### src/rtl/voice_mixer_n_pkg.sv
// Shared types for the N-voice mixer: FSM state encoding and accumulator sizing.
package voice_mixer_n_pkg;

  typedef enum logic [1:0] {
    ST_IDLE    = 2'd0,
    ST_COLLECT = 2'd1,
    ST_ACCUM   = 2'd2,
    ST_OUTPUT  = 2'd3
  } mix_state_e;

  // Wide enough for NUM_VOICES products of a signed sample and a sign-extended gain.
  function automatic int acc_width(input int sample_w, input int gain_w, input int num_voices);
    return sample_w + gain_w + 1 + $clog2(num_voices) + 1;
  endfunction

endpackage

### src/rtl/voice_mixer_n_mix_saturate.sv
// Combinational signed clamp from IN_W bits down to OUT_W bits with a clipped flag.
module mix_saturate #(
  parameter int IN_W  = 28,
  parameter int OUT_W = 16
) (
  input  logic signed [IN_W-1:0]  in_val,
  output logic signed [OUT_W-1:0] out_val,
  output logic                    clipped
);

  localparam logic signed [OUT_W-1:0] MAX_V = {1'b0, {(OUT_W-1){1'b1}}};
  localparam logic signed [OUT_W-1:0] MIN_V = {1'b1, {(OUT_W-1){1'b0}}};

  logic [IN_W-OUT_W:0] top_s;

  // In range only when every bit above the output sign bit matches it.
  always_comb begin
    top_s   = in_val[IN_W-1:OUT_W-1];
    out_val = in_val[OUT_W-1:0];
    clipped = 1'b0;
    if ((top_s == {(IN_W-OUT_W+1){1'b0}}) || (top_s == {(IN_W-OUT_W+1){1'b1}})) begin
      out_val = in_val[OUT_W-1:0];
      clipped = 1'b0;
    end else if (in_val[IN_W-1]) begin
      out_val = MIN_V;
      clipped = 1'b1;
    end else begin
      out_val = MAX_V;
      clipped = 1'b1;
    end
  end

endmodule

### src/rtl/voice_mixer_n.sv
// N-voice mixer: collects one sample per enabled voice per codec request, applies
// per-voice gain through a single time-shared multiplier and emits a saturated mix.
module voice_mixer_n
  import voice_mixer_n_pkg::*;
#(
  parameter int NUM_VOICES = 4,
  parameter int SAMPLE_W   = 16,
  parameter int GAIN_W     = 8,
  parameter int SHIFT_W    = 2,
  parameter int TIMEOUT    = 64
) (
  input  logic                           clk,
  input  logic                           reset,
  input  logic                           sample_tick,
  input  logic [NUM_VOICES*SAMPLE_W-1:0] voice_samples,
  input  logic [NUM_VOICES-1:0]          voice_ready,
  input  logic [NUM_VOICES-1:0]          voice_enable,
  input  logic [NUM_VOICES*GAIN_W-1:0]   voice_gain,
  input  logic [SHIFT_W-1:0]             master_shift,
  input  logic                           clip_clear,
  output logic signed [SAMPLE_W-1:0]     mix_out,
  output logic                           mix_valid,
  output logic                           clip,
  output logic                           overrun,
  output logic [15:0]                    clip_count
);

  localparam int ACC_W  = acc_width(SAMPLE_W, GAIN_W, NUM_VOICES);
  localparam int IDX_W  = (NUM_VOICES > 1) ? $clog2(NUM_VOICES) : 1;
  localparam int TMR_W  = $clog2(TIMEOUT) + 1;
  localparam int PROD_W = SAMPLE_W + GAIN_W + 1;

  mix_state_e                 state_r, state_next_s;
  logic [NUM_VOICES-1:0]      exp_r, got_r, capture_s;
  logic signed [SAMPLE_W-1:0] hold_r [NUM_VOICES];
  logic [IDX_W-1:0]           idx_r;
  logic [TMR_W-1:0]           timer_r;
  logic signed [ACC_W-1:0]    acc_r, term_s, acc_sum_s, shifted_s;
  logic signed [PROD_W-1:0]   prod_s;
  logic [GAIN_W-1:0]          sel_gain_s;
  logic [7:0]                 shamt_s;
  logic                       collect_done_s, timeout_s, last_voice_s, fire_s;
  logic signed [SAMPLE_W-1:0] sat_val_s;
  logic                       sat_clip_s;

  // Capture strobes, window exit conditions and the shared multiply-accumulate term.
  always_comb begin
    capture_s      = {NUM_VOICES{1'b0}};
    collect_done_s = &(got_r | ~exp_r);
    timeout_s      = (timer_r == TMR_W'(TIMEOUT - 1));
    last_voice_s   = (idx_r == IDX_W'(NUM_VOICES - 1));
    fire_s         = (state_r == ST_ACCUM) && last_voice_s;
    if ((state_r == ST_IDLE) && sample_tick) begin
      capture_s = voice_ready & voice_enable;
    end else if (state_r == ST_COLLECT) begin
      capture_s = voice_ready & exp_r;
    end else begin
      capture_s = {NUM_VOICES{1'b0}};
    end
    sel_gain_s = voice_gain[int'(idx_r)*GAIN_W +: GAIN_W];
    prod_s     = PROD_W'(hold_r[idx_r]) * PROD_W'($signed({1'b0, sel_gain_s}));
    if (exp_r[idx_r] && got_r[idx_r]) begin
      term_s = ACC_W'(prod_s);
    end else begin
      term_s = {ACC_W{1'b0}};
    end
    acc_sum_s = acc_r + term_s;
    shamt_s   = 8'(GAIN_W - 1) + 8'(master_shift);
    shifted_s = acc_sum_s >>> shamt_s;
  end

  // Next-state logic.
  always_comb begin
    state_next_s = state_r;
    case (state_r)
      ST_IDLE: begin
        if (sample_tick) state_next_s = ST_COLLECT;
        else             state_next_s = ST_IDLE;
      end
      ST_COLLECT: begin
        if (collect_done_s || timeout_s) state_next_s = ST_ACCUM;
        else                             state_next_s = ST_COLLECT;
      end
      ST_ACCUM: begin
        if (last_voice_s) state_next_s = ST_OUTPUT;
        else              state_next_s = ST_ACCUM;
      end
      ST_OUTPUT: state_next_s = ST_IDLE;
      default:   state_next_s = ST_IDLE;
    endcase
  end

  // State register.
  always_ff @(posedge clk or negedge reset) begin
    if (!reset) state_r <= ST_IDLE;
    else        state_r <= state_next_s;
  end

  // Window bookkeeping, voice index and accumulator.
  always_ff @(posedge clk or negedge reset) begin
    if (!reset) begin
      exp_r   <= {NUM_VOICES{1'b0}};
      got_r   <= {NUM_VOICES{1'b0}};
      timer_r <= {TMR_W{1'b0}};
      idx_r   <= {IDX_W{1'b0}};
      acc_r   <= {ACC_W{1'b0}};
    end else begin
      case (state_r)
        ST_IDLE: begin
          if (sample_tick) begin
            exp_r   <= voice_enable;
            got_r   <= capture_s;
            timer_r <= {TMR_W{1'b0}};
            idx_r   <= {IDX_W{1'b0}};
            acc_r   <= {ACC_W{1'b0}};
          end
        end
        ST_COLLECT: begin
          got_r   <= got_r | capture_s;
          timer_r <= timer_r + TMR_W'(1'b1);
        end
        ST_ACCUM: begin
          acc_r <= acc_sum_s;
          idx_r <= idx_r + IDX_W'(1'b1);
        end
        ST_OUTPUT: begin
          acc_r <= {ACC_W{1'b0}};
          idx_r <= {IDX_W{1'b0}};
        end
        default: begin
          acc_r <= {ACC_W{1'b0}};
        end
      endcase
    end
  end

  // Per-voice sample holding registers; a repeated ready overwrites.
  always_ff @(posedge clk or negedge reset) begin
    if (!reset) begin
      for (int i = 0; i < NUM_VOICES; i++) hold_r[i] <= {SAMPLE_W{1'b0}};
    end else begin
      for (int i = 0; i < NUM_VOICES; i++) begin
        if (capture_s[i]) hold_r[i] <= voice_samples[i*SAMPLE_W +: SAMPLE_W];
      end
    end
  end

  mix_saturate #(.IN_W(ACC_W), .OUT_W(SAMPLE_W)) u_sat (
    .in_val  (shifted_s),
    .out_val (sat_val_s),
    .clipped (sat_clip_s)
  );

  // The final term is folded in on the last ACCUM edge so the strobe lands in OUTPUT.
  always_ff @(posedge clk or negedge reset) begin
    if (!reset) begin
      mix_out   <= {SAMPLE_W{1'b0}};
      mix_valid <= 1'b0;
      clip      <= 1'b0;
    end else if (fire_s) begin
      mix_out   <= sat_val_s;
      mix_valid <= 1'b1;
      clip      <= sat_clip_s;
    end else begin
      mix_valid <= 1'b0;
      clip      <= 1'b0;
    end
  end

  // Saturating clip counter; clear wins over a clip on the same edge.
  always_ff @(posedge clk or negedge reset) begin
    if (!reset) begin
      clip_count <= 16'd0;
    end else if (clip_clear) begin
      clip_count <= 16'd0;
    end else if (fire_s && sat_clip_s && (clip_count != 16'hFFFF)) begin
      clip_count <= clip_count + 16'd1;
    end else begin
      clip_count <= clip_count;
    end
  end

  assign overrun = sample_tick && (state_r != ST_IDLE);

endmodule

### config.mk
export PLATFORM = sky130hd
export DESIGN_NAME = voice_mixer_n
export DESIGN_NICKNAME = d
export VERILOG_FILES = /design/src/rtl/voice_mixer_n_pkg.sv /design/src/rtl/voice_mixer_n_mix_saturate.sv /design/src/rtl/voice_mixer_n.sv
export SDC_FILE = /design/constraint.sdc
export NUM_CORES = 1
export LEC_CHECK = 0
export CAP_MARGIN = 20
export CORE_ASPECT_RATIO = 1.4
export CORE_MARGIN = 2
export CORE_UTILIZATION = 55
export DETAILED_ROUTE_END_ITERATION = 16
export GPL_TIMING_DRIVEN = 0
export PLACE_DENSITY_LB_ADDON = 0.12
export SLEW_MARGIN = 20
export SYNTH_ARGS = -nofsm -noshare
export SYNTH_HDL_FRONTEND = slang
export SYNTH_HIERARCHICAL = 1
export SYNTH_SLANG_ARGS = --single-unit
export TNS_END_PERCENT = 100
### constraint.sdc
create_clock -name clk -period 14.3 [get_ports clk]
set_clock_uncertainty 0.2 [all_clocks]
set_input_delay 4.29 -clock clk [delete_from_list [all_inputs] [get_ports clk]]
set_output_delay 4.29 -clock clk [all_outputs]
set_load 0.01 [all_outputs]
; ---- Word level (Yosys, flattened, before mapping)
; Cells that the tools add are included.
[classes]
n_addsub = 5
mul = 1
magnitude_cmp = 2
n_eq_ne = 8
n_shift = 2
muxes = 29
bitwise_logic = 6
n_reduce_logical = 18
[ops]
columns = op, count
row1 = 16-bit two-way mux, 6
row2 = 28-bit one-hot mux with 3 select lines, 1
row3 = 28-bit two-way mux, 2
row4 = 16-bit binary-select mux with 2-bit select, 1
row5 = 32-bit by 6-bit variable part select with 8-bit output, 1
row6 = 28-bit adder, 1
row7 = 28-bit by 4-bit >>> shifter with 28-bit output, 1
row8 = 16-bit by 9-bit multiplier with 25-bit output, 1
row9 = "16-bit by 1-bit adder with 16-bit output, second input constant", 1
row10 = "16-bit != test, second input constant", 1
row11 = 7-bit one-hot mux with 2 select lines, 1
row12 = "13-bit == test, second input constant", 1
row13 = 13-bit logical NOT, 1
row14 = 4-bit two-way mux, 3
row15 = 4-bit bitwise AND, 2
row16 = 4-bit bitwise OR, 2
row17 = 2-bit one-hot mux with 4 select lines, 1
row18 = 4-bit one-hot mux with 2 select lines, 1
row19 = "7-bit by 1-bit adder with 7-bit output, second input constant", 1
row20 = "7-bit by 6-bit == test with 1-bit output, second input constant", 1
row21 = 1-bit two-way mux, 7
row22 = 7-bit two-way mux, 1
row23 = "2-bit == test, second input constant", 3
row24 = 1-bit logical AND, 6
row25 = 17 further kinds, 24
[word_totals]
ff_bits = 145
input_bits = 110
elab_cells = 85

; ---- Longest topological paths before layout
[logic_depth]
word_depth = 15
mapped_depth = 45
mapped_depth_nobuf = 41

; ---- Cells and area by module
; The synthesis kept the hierarchy.
[modules_own_cells]
columns = mod, n_inst, cells_per_inst, area_per_inst_um2
row1 = voice_mixer_n, 1, 1351, 13264.0
row2 = mix_saturate, 1, 44, 285.3

; ---- Least setup slack after synthesis
; Ideal clock, no wire load.
[synth_path]
path_kind = input-to-reg
from = in voice_gain[29]
to = reg clip_count[14]
arrival_time_ns = 13.399
path_slack_ns = 0.569
stages = 41
n_path_buf = 3
cell_sequence = mux4_2 -> clkbuf_1 -> and2_1 -> fa_1 -> fa_1 -> fa_1 -> inv_1 -> fa_1 -> inv_1 -> ha_1 -> and3_1 -> clkbuf_1 -> and2_1 -> o21a_1 -> a211oi_1 -> o31ai_1 -> a21o_1 -> a21oi_1 -> [5 not listed] -> o32ai_1 -> a21o_1 -> maj3_1 -> mux2_2 -> a2111oi_4 -> a2bb2oi_1 -> o31ai_1 -> or4_4 -> nor3_4 -> a31oi_2 -> buf_6 -> and3_1 -> o31a_1 -> and3_1 -> nor2b_1 -> nand4_1 -> xor2_1 -> nor2_1
[synth_via]
elab_chain_cells = 11
elab_cells_between_ends = 12
cone_classes = add/sub: 1 / mul: 1 / eq/ne: 1 / shift: 2 / mux: 2 / reduce/logical: 5
[synth_rtl]
columns = element, line
row1 = start: declaration, voice_mixer_n.sv:18  ; input logic [NUM_VOICES*GAIN_W-1:0] voice_gain,
row2 = 32-bit by 6-bit variable part select with 8-bit output (*), voice_mixer_n.sv:60  ; sel_gain_s = voice_gain[int'(idx_r)*GAIN_W +: GAIN_W];
row3 = 16-bit by 9-bit multiplier with 25-bit output (*), voice_mixer_n.sv:61  ; prod_s = PROD_W'(hold_r[idx_r]) * PROD_W'($signed({1'b0, sel_gain_s}));
row4 = 28-bit two-way mux (*), voice_mixer_n.sv:62  ; if (exp_r[idx_r] && got_r[idx_r]) begin
row5 = 28-bit adder (*), voice_mixer_n.sv:67  ; acc_sum_s = acc_r + term_s;
row6 = 28-bit by 4-bit >>> shifter with 28-bit output (*), voice_mixer_n.sv:69  ; shifted_s = acc_sum_s >>> shamt_s;
row7 = net shifted_s[20], voice_mixer_n.sv:38  ; logic signed [ACC_W-1:0] acc_r, term_s, acc_sum_s, shifted_s;
row8 = 13-bit == test or 13-bit logical NOT (tied branches), voice_mixer_n_mix_saturate.sv:21  ; if ((top_s == {(IN_W-OUT_W+1){1'b0}}) || (top_s == {(IN_W-OUT_W+1){1'b1}})) begin
row9 = 1-bit logical OR (*), voice_mixer_n_mix_saturate.sv:21
row10 = 1-bit two-way mux (*), voice_mixer_n_mix_saturate.sv:21
row11 = net sat_clip_s, voice_mixer_n.sv:44  ; logic sat_clip_s;
row12 = 1-bit logical AND (*) (2 in a row), voice_mixer_n.sv:176  ; end else if (fire_s && sat_clip_s && (clip_count != 16'hFFFF)) begin
row13 = 2-bit nonzero test (no source line) (*), n/a
row14 = end signal: assignment, voice_mixer_n.sv:177  ; clip_count <= clip_count + 16'd1;
row15 = end signal: assignment, voice_mixer_n.sv:179  ; clip_count <= clip_count;
row16 = end: declaration, voice_mixer_n.sv:25  ; output logic [15:0] clip_count
; The timed path passes the listed nets; every way through them passes the cells marked *.
; A chain may end at the register's enable or synchronous reset.

; ---- Final worst setup path
[layout_path]
from = in voice_gain[5]
to = reg clip_count[14]
; Same word-level chain as after synthesis.

==> flow_metrics.env <==
export IMPL_outcome="finished, final reports clean"
export IMPL_htreeDepth=4
export IMPL_startpoint_type="input pin"
export IMPL_start_util_pct=55.5
export IMPL_path_max_fanout=7
export IMPL_cp_depth=40
export IMPL_setup_viol=0
export IMPL_grt_max_degree=86
export IMPL_async_reset_ff_share_pct=100
export IMPL_synth_edf_count=0
export IMPL_place_ws_ps=-1200
export IMPL_ys_seq_elements=145
export IMPL_crit_buf_inv=5
export IMPL_worstHoldStart="timer_r[5]"
export IMPL_clk_pin_slew_ps=60
export IMPL_clk_latency_ps=430
export IMPL_overflow=0
export IMPL_finalWirelength_um=35000
export IMPL_cts_sink_count=145
export IMPL_drive_gt1_share_pct=15.2
export IMPL_syn_instance_count=1395
export IMPL_area_delta_synth_final_pct=21.3
export IMPL_synth_warnings=6
export IMPL_rows=68
export IMPL_slowest_delay_ps=600
export IMPL_maxSlewViolCount=0
export IMPL_numCtsBuffers=17
export IMPL_die_width_um=137
export IMPL_synth_avg_cell_area_um2=9.71
export IMPL_route_detailed_vias_per_inst=5.70
export IMPL_drc=0
export IMPL_portBuffers=142
export IMPL_yosysUniqueCellTypes=71
export IMPL_required_ps=14390
export IMPL_first_pass_iters=5
export IMPL_hold_class="reg -> reg"
export IMPL_synth_area_um2=13500
export IMPL_finalHoldViolations=0
export IMPL_rr_startpoint="idx_r[0]"
export IMPL_final_nets=1869
export IMPL_critPathArrivalTime_ps=14050
export IMPL_reg2reg_depth=40
export IMPL_dp_hpwl_um=27000
export IMPL_grt_pass1_wl_um=58000
export IMPL_core_um2=24400
export IMPL_post_route_period_util_pct=97.6
export IMPL_min_path_cells=1
export IMPL_slowest_stage="mux4_2"
export IMPL_wl_per_cell_um=18.4
export IMPL_crit_start="voice_gain[5]"
export IMPL_gp_congestion=0.890
export IMPL_final_common_cell="inv_1"
export IMPL_fillCellCount=2011
export IMPL_clockRootBuffer="clkbuf_16"
export IMPL_max_freq_mhz=71.7
export IMPL_grt_pass1_vias=11800
export IMPL_grtUsageTotal_pct=28.6
export IMPL_vias=10900
export IMPL_dieHeight_um=190
export IMPL_end_kind="flip-flop"
export IMPL_ant_nets=0
export IMPL_mostFrequentLayoutCells="183 x inv_1, 145 x dfrtp_1, 141 x clkdlybuf4s50_1"
export IMPL_fin_crit_ps=13960
export IMPL_final_critical_path_setup_slack_ps=345
export IMPL_dieArea_um2=25900
export IMPL_io_pins=145
export IMPL_worst_pin_slew_ps=883
export IMPL_slew_headroom_pct=40.9
export IMPL_seq_area_frac_synth_pct=26.8
export IMPL_maxCapViolCount=0
export IMPL_ys_flop_type="dfrtp_1"
export IMPL_path_class="in -> reg"
export IMPL_drtIter0Drc=663
export IMPL_cts_path_max_buffers=2
export IMPL_synth_fp_nets=1688
export IMPL_cp_top_family="adder cells"
export IMPL_antenna_found_initial=3
export IMPL_cts_tree="done"
registers in the layout, indices dropped and copies added (netlist names), named ones only:
name and flops:
mix_out 16, hold_r 64, exp_r 4, clip_count 16, state_r 1, clip 1, mix_valid 1, idx_r 2
got_r 4, acc_r 28, timer_r 7
final cells by class:
class / count / area [µm²] / area share [%]
Tap cell: 315 / 394 / 2.40
Antenna cell: 3 / 7.51 / 0.0457
Inverter: 184 / 691 / 4.20
Buffer: 47 / 226 / 1.38
Clock buffer: 18 / 429 / 2.61
Multi-Input combinational cell: 1014 / 9240 / 56.2
Clock inverter: 14 / 179 / 1.09
Sequential cell: 145 / 3630 / 22.1
Timing Repair Buffer: 167 / 1650 / 10.0
synthesized netlist by cell type, types with 10 or more instances:
cell type | number | share of area (%)
nor2_1 | 77 | 2.1
inv_1 | 183 | 5.1
a211oi_1 | 12 | 0.66
nand3_1 | 23 | 0.85
nand4_1 | 10 | 0.46
mux4_2 | 26 | 4.3
o21ai_2 | 10 | 0.65
dfrtp_1 | 145 | 27
xor2_1 | 25 | 1.6
nor3_1 | 10 | 0.37
xnor2_1 | 32 | 2.1
mux2_2 | 89 | 7.4
mux2i_1 | 21 | 1.6
a21oi_1 | 53 | 2.0
a21o_1 | 22 | 1.2
fa_1 | 103 | 15
ha_1 | 80 | 7.4
o21ai_0 | 60 | 2.2
clkbuf_1 | 39 | 1.1
a22o_1 | 24 | 1.6
and2_1 | 76 | 3.5
nand2_1 | 139 | 3.9
and3_1 | 11 | 0.51
routing by layer:
metal / global-route usage (%) / part of all wire (%) / vias to the layer above
met5: 0 / 0 / -
met3: 5.14 / 4.5 / 99
met1: 33.4 / 39 / 5361
met2: 50.7 / 51 / 294
li1: - / - / 5118
met4: 13.0 / 4.6 / 0
repair_timing:
| action | CTS | global route |
|---|---|---|
| resized for setup | 27 | 32 |
| pin swaps | 9 | 15 |
| setup buffers | 10 | 14 |
| endpoints found under the setup margin | 16 | 22 |
| hold buffers | 0 | 0 |
| gates cloned | 0 | 0 |
| hold endpoints to repair | 0 | 0 |
worst paths after layout:
path                       slack, ps        endpoint
max                              340  clip_count[14]
min                              300      timer_r[5]
max reg2reg                     3170  clip_count[14]
min reg2reg                      300      timer_r[5]
max in group asynchronous       9560      hold_r[50]
min in group asynchronous       3580   clip_count[4]
through the flow:
stage / utilization (%) / hold WS (ps) / std cells / TNS, ps / cell area, µm²
after detailed placement: 63.1 / 283 / 1853 / -21740 / 15400
final: 67.3 / 296 / 1907 / 0 / 16400
after global routing: 67.3 / 311 / 1907 / -225 / 16400
after CTS: 66.4 / 293 / 1894 / 0 / 16200
after floorplan: - / 255 / 1395 / 0 / 13500
after global placement: 62.9 / 274 / 1852 / -20780 / 15400
cells by family (layout without fill, tap and decap cells):
group                    after synthesis  after routing  share of synthesized area [%]
multiplexers                         137            137                           13.4
flip-flops                           145            145                           26.8
adder cells (fa/ha/maj)              184            184                           22.7
buffers and inverters                236            430                           6.72
other                                  0              3                              0
XOR/XNOR                              59             59                           3.92
AO/OA/AOI/OAI                        254            254                           12.9
AND/OR/NAND/NOR                      380            380                           13.6
Power is not shown: default switching activity piles up to over one toggle a cycle in this logic, so the estimate is an artifact.
